===== config.mk =====
export PLATFORM = sky130hd
export DESIGN_NAME = bp_be_fetch_buffer
export DESIGN_NICKNAME = d
export VERILOG_FILES = /design/src/rtl/bp_be_fetch_buffer.sv
export SDC_FILE = /design/constraint.sdc
export NUM_CORES = 1
export LEC_CHECK = 0
export BUFFER_PORTS_ARGS = -buffer_cell sky130_fd_sc_hd__buf_2
export CAP_MARGIN = 20
export CORE_ASPECT_RATIO = 1.2
export CORE_MARGIN = 2
export CORE_UTILIZATION = 45
export DETAILED_ROUTE_END_ITERATION = 10
export PLACE_DENSITY = 0.63
export SYNTH_ARGS = -nofsm -noshare
export SYNTH_HDL_FRONTEND = slang
export SYNTH_SLANG_ARGS = --single-unit

===== constraint.sdc =====
create_clock -name clk_i -period 10.9 [get_ports clk_i]
set_input_delay 0.545 -clock clk_i [delete_from_list [all_inputs] [get_ports clk_i]]
set_output_delay 0.545 -clock clk_i [all_outputs]
set_load 0.01 [all_outputs]

===== src/rtl/bp_be_fetch_buffer.sv =====
// FE packet buffer with separate read and commit pointers so speculative reads can be replayed.
// Define BP_BE_FETCH_BUFFER_BYPASS_EN to present an accepted packet on deq_o in the same cycle when empty.
module bp_be_fetch_buffer #(
    parameter int els_p   = 8,
    parameter int width_p = 128
) (
    input  logic                       clk_i,
    input  logic                       reset_i,
    input  logic [width_p-1:0]         fe_queue_i,
    input  logic                       fe_queue_v_i,
    output logic                       fe_queue_ready_o,
    output logic [width_p-1:0]         deq_o,
    output logic                       deq_v_o,
    input  logic                       deq_yumi_i,
    input  logic                       cmt_v_i,
    input  logic                       roll_v_i,
    input  logic                       clr_v_i,
    output logic [$clog2(els_p+1)-1:0] count_o
);
    localparam int lg_els_lp = $clog2(els_p);
    localparam int ptr_w_lp  = lg_els_lp + 1;
    localparam int cnt_w_lp  = $clog2(els_p + 1);
    localparam logic [ptr_w_lp-1:0] one_lp  = ptr_w_lp'(1);
    localparam logic [ptr_w_lp-1:0] full_lp = ptr_w_lp'(els_p);

    logic [ptr_w_lp-1:0] wptr_reg, rptr_reg, cptr_reg;
    logic [ptr_w_lp-1:0] wptr_next, rptr_next, cptr_next;
    logic [ptr_w_lp-1:0] occ;
    logic [width_p-1:0]  mem [els_p];
    logic                full, empty, enq, deq, cmt;

    // Occupancy is measured from the commit pointer: read slots stay reserved until retired.
    assign occ   = wptr_reg - cptr_reg;
    assign full  = (occ == full_lp);
    assign empty = (rptr_reg == wptr_reg);

    assign fe_queue_ready_o = ~full & ~clr_v_i & ~reset_i;
    assign enq     = fe_queue_v_i & fe_queue_ready_o;
    assign deq     = deq_yumi_i & deq_v_o;
    assign cmt     = cmt_v_i & (cptr_reg != rptr_reg);
    assign count_o = cnt_w_lp'(occ);

    always_comb begin
        deq_v_o = ~empty & ~roll_v_i & ~clr_v_i;
        deq_o   = mem[rptr_reg[lg_els_lp-1:0]];
`ifdef BP_BE_FETCH_BUFFER_BYPASS_EN
        if (empty & enq & ~roll_v_i) begin
            deq_v_o = 1'b1;
            deq_o   = fe_queue_i;
        end
`endif
    end

    always_comb begin
        wptr_next = wptr_reg;
        rptr_next = rptr_reg;
        cptr_next = cptr_reg;
        if (clr_v_i) begin
            wptr_next = '0;
            rptr_next = '0;
            cptr_next = '0;
        end else begin
            if (enq) wptr_next = wptr_reg + one_lp;
            if (cmt) cptr_next = cptr_reg + one_lp;
            // Rollback lands on the commit pointer after this cycle's retirement.
            if (roll_v_i)
                rptr_next = cptr_next;
            else if (deq)
                rptr_next = rptr_reg + one_lp;
        end
    end

    always_ff @(posedge clk_i or posedge reset_i) begin
        if (reset_i) begin
            wptr_reg <= '0;
            rptr_reg <= '0;
            cptr_reg <= '0;
        end else begin
            wptr_reg <= wptr_next;
            rptr_reg <= rptr_next;
            cptr_reg <= cptr_next;
        end
    end

    always_ff @(posedge clk_i) begin
        if (enq) mem[wptr_reg[lg_els_lp-1:0]] <= fe_queue_i;
    end

    // Committing with nothing read-but-uncommitted is a consumer protocol error.
    assert property (@(posedge clk_i) disable iff (reset_i) !(cmt_v_i && (cptr_reg == rptr_reg)));

endmodule


Word level (Yosys, flattened, before mapping)

Memories as Yosys holds them, arrays and structs flattened.
Cells that the tools add are included.
Widths: inputs -> output; s select.

Register bits after elaboration: 12
Latch bits: 0
RAM bits: 1,024
Bits in read-only memories: 0
Input port bits: 135
Output and inout bits: 134
Word-level logic and storage cells: 34
Memories: 1

$add $sub $neg: 4
$mul: 0
Div/mod/pow operators: 0
$lt $le $gt $ge: 0
Equal/unequal tests: 3
Shift operators: 0
Multiplexer cells: 9
Bitwise logic cells: 12
Reduce and logical (&&, ||, !) cells: 2

Memory list:

| name | depth | bits a word | rd ports | clocked after memory_dff | write ports | line | text |
|---|---|---|---|---|---|---|---|
| mem  | 8     | 128         | 1        | 0                        | 1           | 29   | `logic [width_p-1:0] mem [els_p];` |

Operator list:

| kind                | count |
|---|---|
| $mux 4              | 7 |
| $add 4x1->4 const B | 3 |
| $and 1x1->1         | 7 |
| $not 1->1           | 5 |
| $eq 4x4->1          | 1 |
| $eq 4x4->1 const B  | 1 |
| $ne 4x4->1          | 1 |
| $sub 4x4->4         | 1 |
| $reduce_bool 3->1   | 1 |
| $mux 1              | 2 |
| $reduce_bool 2->1   | 1 |

Longest topological paths before layout

Gate-level depths: netlist (run 1).

Depth in word-level cells: 8
Mapped depth: 11
Mapped depth without buffers: 10

Least setup slack after synthesis (run 1)

Ideal clock, no wire load.

Path kind: flip-flop to flip-flop
From: register wptr_reg[0]
To: memory mem[1][0] (enable)
Library setup time: 0.773 ns
Arrival: 10.768 ns
Required time: 10.127 ns
Slack: -0.641 ns
Stages on the path, launching flop included: 12
Buffers on the path: 1
Period minus slack after synthesis: 11.541 ns
Cells stage by stage: dfrtp_1 -> clkbuf_1 -> inv_1 -> ha_1 -> inv_1 -> fa_1 -> xor2_1 -> nor3_1 -> a311o_2 -> clkinv_4 -> nand2_2 -> nor3_1

Longest elaborated chain between the ends: 8

RTL lines:

| element                      | line | text |
|---|---|---|
| start: declaration           | 26   | `logic [ptr_w_lp-1:0] wptr_reg, rptr_reg, cptr_reg;` |
| start signal: assignment     | 79   | `wptr_reg <= wptr_next;` |
| $sub 4x4->4                  | 33   | `assign occ = wptr_reg - cptr_reg;` |
| via count_o[2]               | 18   | `output logic [$clog2(els_p+1)-1:0] count_o` |
| $eq 4x4->1                   | 34   | `assign full = (occ == full_lp);` |
| $not 1->1                    | 37   | `assign fe_queue_ready_o = ~full & ~clr_v_i & ~reset_i;` |
| $and 1x1->1 (2 in series)    | 37   |  |
| via fe_queue_ready_o         | 11   | `output logic fe_queue_ready_o,` |
| $and 1x1->1                  | 38   | `assign enq = fe_queue_v_i & fe_queue_ready_o;` |
| $mux 1                       | 86   | `if (enq) mem[wptr_reg[lg_els_lp-1:0]] <= fe_queue_i;` |
| $mux 1 (not written as such) | 86   |  |
| end: declaration             | 29   |  |

The timed path passes the listed nets, and every way through them passes these cells.

Worst setup path in the final report (run 1)

From: register rptr_reg[1]
To: output port deq_o[23]

Longest elaborated chain between the ends: 1

RTL lines:

| element                  | line | text |
|---|---|---|
| start: declaration       | 26   |  |
| start signal: assignment | 80   | `rptr_reg <= rptr_next;` |
| $mem_v2 8x128            | -    |  |
| end: declaration         | 12   | `output logic [width_p-1:0] deq_o,` |

No other way between the ends.

==> results.yml, run 1 <==
status:
  status: "finished, final reports clean"
grt:
  largest_net_degree_at_the_start_of_global_routing: 129
  overflow: 0
  grt_pass1_wl_um: 121900
  vias_in_the_first_global_route: 18930
  antenna_found_initial: 27
  grt_util_all_layers_pct: 18.44
critical_path:
  critical_path_buf_inv_count: 3
  critical_path.cell_chain: "buf_4, buf_4, mux4_2, mux2_2, buf_2"
  critical_path_required_ns: 10.36
  cp_top_family: "buffers and inverters"
  path_class: "flop to output port"
  crit_path_start_kind: "flop"
  critical_path.slowest_cell: "sky130_fd_sc_hd__buf_4"
  timing.critical_path.mode_cell: "sky130_fd_sc_hd__buf_4"
  r2r_setup_slack_ns: 6.98
  crit_arrival_ns: 3.90
  end_kind: "output port"
  cp_max_fo: 67
  max_stage_delay_ns: 0.81
pwr:
  ir_worst_vdd_mv: 0.1218
  power_per_cell_area_nw_per_um2: 196.5
  static_leakage_nw: 14.18
clock_tree:
  ctsRootBufferMaster: "sky130_fd_sc_hd__clkbuf_16"
  holdBufCountCts: 1
  htree_num_levels: 3
  insertion_delay_ns: 0.65
  clockBufferDepth: 3
  ctsResizeCount: 0
  postCtsSetupBuffers: 0
  cts-buffers-inserted: 99
  cts_sinks: 1036
  clk_pin_slew_worst_paths_ns: 0.06
  clock_tree_from_tritoncts: "done"
synth:
  postSynthCellCount: 1585
  post-synth-top-area-cell: "sky130_fd_sc_hd__edfxtp_1"
  post_synth_num_cell_types: 36
  mappedNetlistArea_um2: 39270
  synthesis.yosys.warnings: 0
  synth_flop_cell: "sky130_fd_sc_hd__edfxtp_1"
  asyncSetResetFlopFracSynth_pct: 1.158
  mappedNetlistNets: 1727
  syn_avg_cell_area_um2: 24.78
  synth_top_area_share_pct: 78.30
  synth-seq-area-share_pct: 79.06
  synth.ff_latch_count: 1036
  synth.top_cells.by_area: "sky130_fd_sc_hd__edfxtp_1 78%, sky130_fd_sc_hd__mux4_2 15%, sky130_fd_sc_hd__mux2_2 3.7%"
  synth-edff-count: 1024
sta:
  layout_setup_ws_ns: 6.455
  finalHoldViolCount: 0
  worst_clock_skew_ns: 0.02344
  final.min_clock_period_ns: 4.445
  setup_viol_count_final: 0
  clock.fmax_ghz: 0.2250
  max-slew-margin-rel_pct: 27.18
  layout_worst_path_cycle_share_pct: 40.78
  fin_worst_hold_slack_ns: 0.1656
  rsz0062_at_grt: "no"
  timing_worst_slew_pin_value_ns: 1.092
  drv_slew: 0
placed_design:
  io_buffer_count: 268
  dpl.hpwl_um: 43490
  gp_congestion: 0.7323
  detailedPlace.worstSlack_ns: 6.966
routing:
  final_routed_drc_violation_total: 0
  detail_route.wirelength_um: 81470
  drtIter0Drc: 1365
  firstDrtPassIters: 5
  drt-wirelength-per-cell_um: 26.07
  viasPerCell: 5.548
  via_count: 17339
  route.antenna.remaining_nets: 0
floorplan:
  die-height_um: 327.6
  die_outline_width_um: 273.7
  coreArea_um2: 86370
  io-pin-count: 269
  num_rows: 118
  initial_core_util_pct: 45.47
  design.die.area_um2: 89660
flow_run:
  cap_viol_max_count: 0
final_layout:
  multi_input_area_um2: 7833
  storage_element_area_um2: 31060
  number_of_flip_flops_under_the_largest_register_name: 1024
  finish.net_count: 2042
  layout.cells.most_common: "sky130_fd_sc_hd__edfxtp_1"
  fillCellCount: 6669
  area_growth_pct: 15.02
  layout.cells.most_common_list: "1024 x sky130_fd_sc_hd__edfxtp_1, 268 x sky130_fd_sc_hd__buf_2, 256 x sky130_fd_sc_hd__mux4_2, 128 x sky130_fd_sc_hd__mux2_2, 101 x sky130_fd_sc_hd__clkbuf_16"
  final_layout_size_suffix_gt1_share_pct: 42.15
worst_hold_path:
  worst_hold_path_type: "primary input to flop"
[synth_stat cells, types with 2 or more instances]
library cell / n
sky130_fd_sc_hd__a21oi_1: 3
sky130_fd_sc_hd__buf_1: 17
sky130_fd_sc_hd__buf_2: 15
sky130_fd_sc_hd__buf_4: 19
sky130_fd_sc_hd__buf_6: 2
sky130_fd_sc_hd__clkbuf_1: 24
sky130_fd_sc_hd__dfrtp_1: 12
sky130_fd_sc_hd__edfxtp_1: 1024
sky130_fd_sc_hd__ha_1: 6
sky130_fd_sc_hd__inv_1: 10
sky130_fd_sc_hd__mux2_2: 128
sky130_fd_sc_hd__mux2i_1: 3
sky130_fd_sc_hd__mux4_2: 256
sky130_fd_sc_hd__nand2_1: 4
sky130_fd_sc_hd__nand3_1: 7
sky130_fd_sc_hd__nor2_1: 12
sky130_fd_sc_hd__nor3_1: 5
sky130_fd_sc_hd__o21ai_0: 2
sky130_fd_sc_hd__o22ai_1: 4
sky130_fd_sc_hd__o41ai_2: 2
sky130_fd_sc_hd__xnor2_1: 4
sky130_fd_sc_hd__xor2_1: 12
[worst reg2reg max path, delay by kind of cell (launching register included)]
kind,cells,cell delay [ns]
compound gates,1,0.38
flops,1,0.50
simple gates,3,0.63
buf+inv,4,1.22
xor+xnor,1,0.21
fa+ha+maj,2,0.55
[worst paths after layout]
path	start	endpoint	cells after the start
worst max-delay path	rptr_reg[1]$_DFFE_PP0P_	deq_o[23]	5
worst min-delay path	fe_queue_i[80]	mem[1][80]$_DFFE_PP_	1
worst max register to register	wptr_reg[0]$_DFFE_PP0P_	mem[7][74]$_DFFE_PP_	11
worst min register to register	wptr_reg[3]$_DFFE_PP0P_	wptr_reg[3]$_DFFE_PP0P_	1
max in group asynchronous	reset_i	rptr_reg[2]$_DFFE_PP0P_	3
min in group asynchronous	reset_i	wptr_reg[2]$_DFFE_PP0P_	3
[cell type report]
| cell class | count | share of cell area [%] |
|---|---|---|
| clock buffers | 117 | 5.728 |
| flip-flops and latches | 1036 | 68.76 |
| repair buffers | 291 | 3.595 |
| diodes | 11 | 0.06094 |
| multi-input cells | 461 | 17.34 |
| well taps | 1140 | 3.158 |
| inverters | 11 | 0.1025 |
| clock inverters | 58 | 1.252 |
[cell families after synthesis]
family                     count (synthesis)  synth area share, %
DFF                                     1036                79.06
muxes                                    387                18.43
buffers and inverters                     88                1.122
and+or+nand+nor                           36               0.4843
xor gates and xnor gates                  16               0.3568
AOI/OAI and AO/OA                         15               0.3027
adders and majority gates                  7               0.2421
[per-stage QoR]
stage	util, %	cells	instance area (um2)	total power (W)	TNS (ns)
floorplan	-	1585	39270	0.005313	-324.18
CTS	52.24	3113	45120	0.008994	0
finish	52.30	3125	45170	0.008876	0
detailed placement	48.57	2937	41950	0.005645	0
global placement	48.57	2937	41950	0.005634	0
global route	52.28	3120	45160	0.009204	0
[power by group]
part | total, W | internal, W | switching (W)
Combinational | 0.00106 | 0.000556 | 0.000509
Clock | 0.00335 | 0.00195 | 0.00140
Sequential | 0.00446 | 0.00442 | 0.0000443
[per-layer routing]
| metal | up-vias | GRT usage (%) | routed length (um) |
|---|---|---|---|
| met1 | 9319 | 24.20 | 32910 |
| met3 | 152 | 3.633 | 4276 |
| li1 | 7427 | - | - |
| met5 | - | 0 | 102 |
| met2 | 425 | 30.86 | 41740 |
| met4 | 16 | 6.510 | 2448 |
Power figures use the tool's default switching activity.
==> inputs of run 2 (changes only) <==
clock period = 4 ns   (was 10.9 ns; I/O delays follow)
==> results.yml, run 2 (synthesis gave the netlist of run 1 again) <==
status:
  status: "finished, final reports clean"
critical_path:
  r2r.worst_path.cells: 12
  end_kind: "flop"
  critical_path_required_ns: 4.36
  r2r_setup_slack_ns: 0.56
  critical_path.slowest_cell: "sky130_fd_sc_hd__dfrtp_1"
  crit_arrival_ns: 3.80
  regToRegStartpoint: "wptr_reg[0]$_DFFE_PP0P_"
  worstReg2RegEnd: "mem[4][87]$_DFFE_PP_"
  path_class: "flop to flop"
  critical_path.cell_chain: "inv_4, ha_4, inv_2, fa_2, xor2_2, nor3_1, a311o_2, clkinv_4, nand3_4, nor3_4, buf_12, buf_4"
  cp_max_fo: 42
  crit_path_start_kind: "flop"
  max_stage_delay_ns: 0.56
routing:
  via_count: 17876
  final_routed_drc_violation_total: 0
  firstDrtPassIters: 5
  detail_route.wirelength_um: 82960
  drtIter0Drc: 1425
  drt-wirelength-per-cell_um: 25.26
  viasPerCell: 5.442
  route.antenna.remaining_nets: 0
clock_tree:
  clock_tree_from_tritoncts: "done"
  htree_num_levels: 3
  clockBufferDepth: 3
  ctsRootBufferMaster: "sky130_fd_sc_hd__clkbuf_16"
  ctsResizeCount: 0
  insertion_delay_ns: 0.66
  clk_pin_slew_worst_paths_ns: 0.06
  postCtsSetupBuffers: 0
  cts_sinks: 1036
  cts-buffers-inserted: 100
final_layout:
  layout.cells.most_common: "sky130_fd_sc_hd__edfxtp_1"
  area_growth_pct: 20.21
  layout.cells.most_common_list: "1024 x sky130_fd_sc_hd__edfxtp_1, 268 x sky130_fd_sc_hd__buf_2, 256 x sky130_fd_sc_hd__mux4_2, 135 x sky130_fd_sc_hd__dlygate4sd3_1, 128 x sky130_fd_sc_hd__mux2_2"
  number_of_flip_flops_under_the_largest_register_name: 1024
  finish.net_count: 2204
  final_layout_size_suffix_gt1_share_pct: 40.60
  layout_cells_excl_fill: 3285
  post-route-util_pct: 54.66
floorplan:
  coreArea_um2: 86370
  die-height_um: 327.6
  num_rows: 118
  die_outline_width_um: 273.7
  design.die.area_um2: 89660
  initial_core_util_pct: 45.47
  io-pin-count: 269
placed_design:
  io_buffer_count: 268
  detailedPlace.worstSlack_ns: 0.5576
  placed_cells: 2965
  dpl.hpwl_um: 48280
  gp_congestion: 0.8075
pwr:
  static_leakage_nw: 15.02
  sum_of_internal_switching_and_leakage_power_w: 0.02475
  ir_worst_vdd_mv: 0.3476
  power_per_cell_area_nw_per_um2: 524.4
sta:
  rsz0062_at_grt: "no"
  timing_worst_slew_pin_value_ns: 0.8695
  setup_viol_count_final: 0
  totalNegativeSetupSlack_ns: 0
  clock.fmax_ghz: 0.2906
  worst_clock_skew_ns: 0.01443
  drv_slew: 0
  layout_setup_ws_ns: 0.5590
  layout_worst_path_cycle_share_pct: 86.03
  finalHoldViolCount: 0
  max-slew-margin-rel_pct: 42.03
  final.min_clock_period_ns: 3.441
grt:
  largest_net_degree_at_the_start_of_global_routing: 87
  vias_in_the_first_global_route: 19302
  grt_pass1_wl_um: 125100
  grt_util_all_layers_pct: 18.81
  overflow: 0
  antenna_found_initial: 5
flow_run:
  cap_viol_max_count: 0
worst_hold_path:
  worst_hold_path_type: "primary input to asynchronous set/reset pin"
## run 2: cell count changes in the layout (fill, tap and decap cells not counted), sizes merged
cell,delta
buf,+27
bufinv,+3
clkbuf,+4
clkinv,-1
diode,-9
dlygate4sd3,+134
inv,+2
## run 2: metal layers
layer	vias to the layer above	share of wire (%)	wire (um)	GRT usage (%)
li1	7739	-	-	-
met1	9523	42	34920	26.09
met2	492	50	41420	30.75
met3	114	5.4	4500	3.063
met4	8	2.5	2072	6.035
met5	-	0.070	58	0
## run 2: worst max-delay path: cells and delay by family (launching register included)
family | cells | cell delay (ns)
xor+xnor | 1 | 0.19
fa+ha+maj | 2 | 0.48
compound gates | 1 | 0.43
buf+inv | 5 | 0.89
flops | 1 | 0.56
simple gates | 3 | 0.55
## run 2: per-stage QoR
step | cell area, um2 | hold WS (ns)
CTS | 47200 | 0.1273
finish | 47210 | 0.1501
floorplan | 39400 | 0.06470
global placement | 42560 | 0.2590
detailed placement | 42560 | 0.2731
global route | 47210 | 0.1705
## run 2: worst max path at each step
| stage | from | to | slack [ns] | depth (start not counted) |
|---|---|---|---|---|
| after floorplan | wptr_reg[0]$_DFFE_PP0P_ | mem[0][0]$_DFFE_PP_ | -2.57 | 11 |
| after global placement | wptr_reg[0]$_DFFE_PP0P_ | mem[4][83]$_DFFE_PP_ | 0.66 | 12 |
| after detailed placement | wptr_reg[0]$_DFFE_PP0P_ | mem[4][79]$_DFFE_PP_ | 0.56 | 12 |
| after CTS | wptr_reg[0]$_DFFE_PP0P_ | mem[4][87]$_DFFE_PP_ | 0.54 | 12 |
| after global routing | wptr_reg[0]$_DFFE_PP0P_ | mem[4][82]$_DFFE_PP_ | 0.40 | 12 |
| final | wptr_reg[0]$_DFFE_PP0P_ | mem[4][87]$_DFFE_PP_ | 0.56 | 12 |
## run 2: power breakdown
group,total [W],switching (W),internal [W]
logic,0.00320,0.00154,0.00166
clock network,0.00946,0.00392,0.00554
registers,0.0121,0.0000569,0.0120
## run 2: cell type report
type	instances	area (um2)
inverters	11	48.80
repair buffers	452	3486
multi-input cells	461	7894
flip-flops and latches	1036	31060
fillers	6453	39160
well taps	1140	1426
clock buffers	121	2603
clock inverters	62	685.7
diodes	2	5.005
## run 2: timing repair
action,4_1_cts,5_1_grt
hold endpoints to repair,1047,0
endpoints found under the setup margin,0,0
hold buffers,135,0
==> inputs of run 3 (changes only) <==
ABC_AREA = 1   (was unset)
==> results.yml, run 3 <==
worst_hold_path:
  worst_hold_path_type: "primary input to asynchronous set/reset pin"
grt:
  grt_util_all_layers_pct: 20.28
  overflow: 0
  grt.met3_usage_pct: 3.240
  grt_pass1_wl_um: 144600
  vias_in_the_first_global_route: 25034
  use_met2_pct: 36.00
  global_route.peak_usage_layer: "met2"
  largest_net_degree_at_the_start_of_global_routing: 167
  antenna_found_initial: 9
  grt_use_met1_pct: 25.48
pwr:
  internal_w: 0.01919
  switching_power_w: 0.008025
  swShare_pct: 29.49
  static_leakage_nw: 16.48
  clockPowerShare_pct: 32.8
  power_per_cell_area_nw_per_um2: 573.0
  pwr-share-comb_pct: 22.0
  sequentialPowerShare_pct: 45.1
  ir_worst_vdd_mv: 0.4050
sta:
  layout_setup_ws_ns: 0.5336
  finalHoldViolCount: 0
  drv_slew: 0
  final.min_clock_period_ns: 3.466
  worst_clock_skew_ns: 0.01653
  rsz0062_at_grt: "no"
  totalNegativeSetupSlack_ns: 0
  timing_worst_slew_pin_value_ns: 0.7869
  layout_worst_path_cycle_share_pct: 86.66
  max-slew-margin-rel_pct: 47.54
  setup_viol_count_final: 0
  clock.fmax_ghz: 0.2885
clock_tree:
  cts_sinks: 1036
  clk_pin_slew_worst_paths_ns: 0.06
  clockBufferDepth: 3
  cts-buffers-inserted: 101
  ctsRootBufferMaster: "sky130_fd_sc_hd__clkbuf_16"
  ctsResizeCount: 0
  holdBufCountCts: 136
  htree_num_levels: 3
  insertion_delay_ns: 0.66
  clock_tree_from_tritoncts: "done"
  postCtsSetupBuffers: 0
floorplan:
  die-height_um: 331.6
  initial_core_util_pct: 45.29
  num_rows: 120
  coreArea_um2: 88890
  io-pin-count: 269
  die_outline_width_um: 277.0
  design.die.area_um2: 91880
critical_path:
  end_kind: "output port"
  critical_path_required_ns: 3.80
  crit_path_start_kind: "flop"
  critical_path.cell_chain: "inv_8, buf_4, buf_4, nor2_1, o22ai_1, nand2_1, nand2_1, buf_2"
  crit_arrival_ns: 3.27
  path_class: "flop to output port"
  critical_path.slowest_cell: "sky130_fd_sc_hd__dfrtp_4"
  max_stage_delay_ns: 0.73
  critical_path_buf_inv_count: 4
  cp_max_fo: 80
  cp_top_family: "buffers and inverters"
synth:
  syn_avg_cell_area_um2: 13.19
  synth-edff-count: 1024
  postSynthCellCount: 3052
  mappedNetlistArea_um2: 40260
  post_synth_num_cell_types: 27
  synth.ff_latch_count: 1036
  synth_flop_cell: "sky130_fd_sc_hd__edfxtp_1"
  mappedNetlistNets: 3194
  post-synth-top-area-cell: "sky130_fd_sc_hd__edfxtp_1"
  ys_top_cells_by_count: "1024 x sky130_fd_sc_hd__edfxtp_1, 532 x sky130_fd_sc_hd__nor2_1, 442 x sky130_fd_sc_hd__nand2_1"
  synth.top_cells.by_area: "sky130_fd_sc_hd__edfxtp_1 76%, sky130_fd_sc_hd__nor2_1 5.0%, sky130_fd_sc_hd__nand2_1 4.1%"
  asyncSetResetFlopFracSynth_pct: 1.158
  synth-seq-area-share_pct: 77.13
  synthesis.yosys.warnings: 0
  synth_top_area_share_pct: 76.38
  post-synth-top-count-cell: "sky130_fd_sc_hd__edfxtp_1"
status:
  status: "finished, final reports clean"
placed_design:
  dpl.hpwl_um: 50260
  gp_congestion: 0.8042
  detailedPlace.worstSlack_ns: 0.7980
  io_buffer_count: 268
  placed_cells: 4333
routing:
  firstDrtPassIters: 7
  drt-wirelength-per-cell_um: 20.28
  route.antenna.remaining_nets: 0
  final_routed_drc_violation_total: 0
  detail_route.wirelength_um: 94310
  drtIter0Drc: 1617
  via_count: 25080
  viasPerCell: 5.392
final_layout:
  layout_cells_excl_fill: 4651
  finish.net_count: 3555
  layout.cells.most_common: "sky130_fd_sc_hd__edfxtp_1"
  layout.cells.most_common_list: "1024 x sky130_fd_sc_hd__edfxtp_1, 527 x sky130_fd_sc_hd__nor2_1, 442 x sky130_fd_sc_hd__nand2_1, 273 x sky130_fd_sc_hd__o21ai_1, 268 x sky130_fd_sc_hd__buf_2"
  number_of_flip_flops_under_the_largest_register_name: 1024
  final_layout_size_suffix_gt1_share_pct: 13.86
  area_growth_pct: 17.98
flow_run:
  cap_viol_max_count: 0
[run 3: cell types whose count changed after synthesis, sizes merged, moves of 7 or more]
cell / previous run / this run
nor2: 12 / 532
mux2: 128 / 0
nand2: 5 / 443
o21ai: 2 / 516
mux4: 256 / 0
clkbuf: 24 / 75
inv: 10 / 22
xor2: 12 / 5
nand3: 8 / 16
o22ai: 4 / 256
buf: 53 / 128
[run 3: metal layers]
layer	part of all wire [%]	vias up
met5	0.055	-
li1	-	11925
met2	51	619
met1	41	12386
met4	2.2	8
met3	5.1	142
[run 3: power by group through the flow]
stage	sequential, W	combinational (W)	clock [W]
after floorplan	0.0124	0.00382	0
after global placement	0.0125	0.00588	0
after detailed placement	0.0125	0.00593	0
after CTS	0.0123	0.00608	0.00913
after global routing	0.0123	0.00667	0.00952
final	0.0123	0.00600	0.00894
[run 3: per-stage QoR]
stage / hold slack, ns / total power (W) / area [um2] / utilization (%)
CTS: 0.1284 / 0.02749 / 47480 / 53.42
global route: 0.1860 / 0.02848 / 47490 / 53.43
finish: 0.1442 / 0.02721 / 47500 / 53.43
global placement: 0.2935 / 0.01838 / 43020 / 48.40
detailed placement: 0.2916 / 0.01844 / 43020 / 48.40
floorplan: 0.06470 / 0.01623 / 40350 / -
[run 3: final timing paths]
path / start / endpoint / slack (ns) / cells past startpoint
max: rptr_reg[0]$_DFFE_PP0P_ / deq_o[57] / 0.53 / 8
max reg2reg: wptr_reg[0]$_DFFE_PP0P_ / mem[6][52]$_DFFE_PP_ / 0.78 / 9
min in group clk_i: fe_queue_i[113] / mem[4][113]$_DFFE_PP_ / 0.35 / 2
max in group asynchronous: reset_i / rptr_reg[0]$_DFFE_PP0P_ / 3.43 / 3
min: reset_i / cptr_reg[0]$_DFF_PP0_ / 0.14 / 3
min reg2reg: wptr_reg[3]$_DFFE_PP0P_ / wptr_reg[3]$_DFFE_PP0P_ / 0.64 / 2
[run 3: cells by family after synthesis]
group                    count (synthesis)  synth area share [%]
AND/OR/NAND/NOR                       1000                 9.455
AO/OA/AOI/OAI                          777                 10.46
buffers and inverters                  225                 2.570
flip-flops                            1036                 77.13
adder cells (fa/ha/maj)                  7                0.2362
XOR/XNOR                                 7                0.1523
[run 3: tightest hold or removal path: stages]
cell,delay (ns)
sky130_fd_sc_hd__dlygate4sd3_1,0.54
sky130_fd_sc_hd__buf_2,0.13
sky130_fd_sc_hd__inv_1,0.40
[run 3: final cells by class]
cell class	count	area, um2
Multi-Input combinational cell	1791	8263
Antenna cell	6	15.01
Fill cell	7384	41390
Inverter	22	105.1
Sequential cell	1036	31060
Clock inverter	51	392.9
Timing Repair Buffer	461	3506
Tap cell	1159	1450
Clock buffer	125	2703
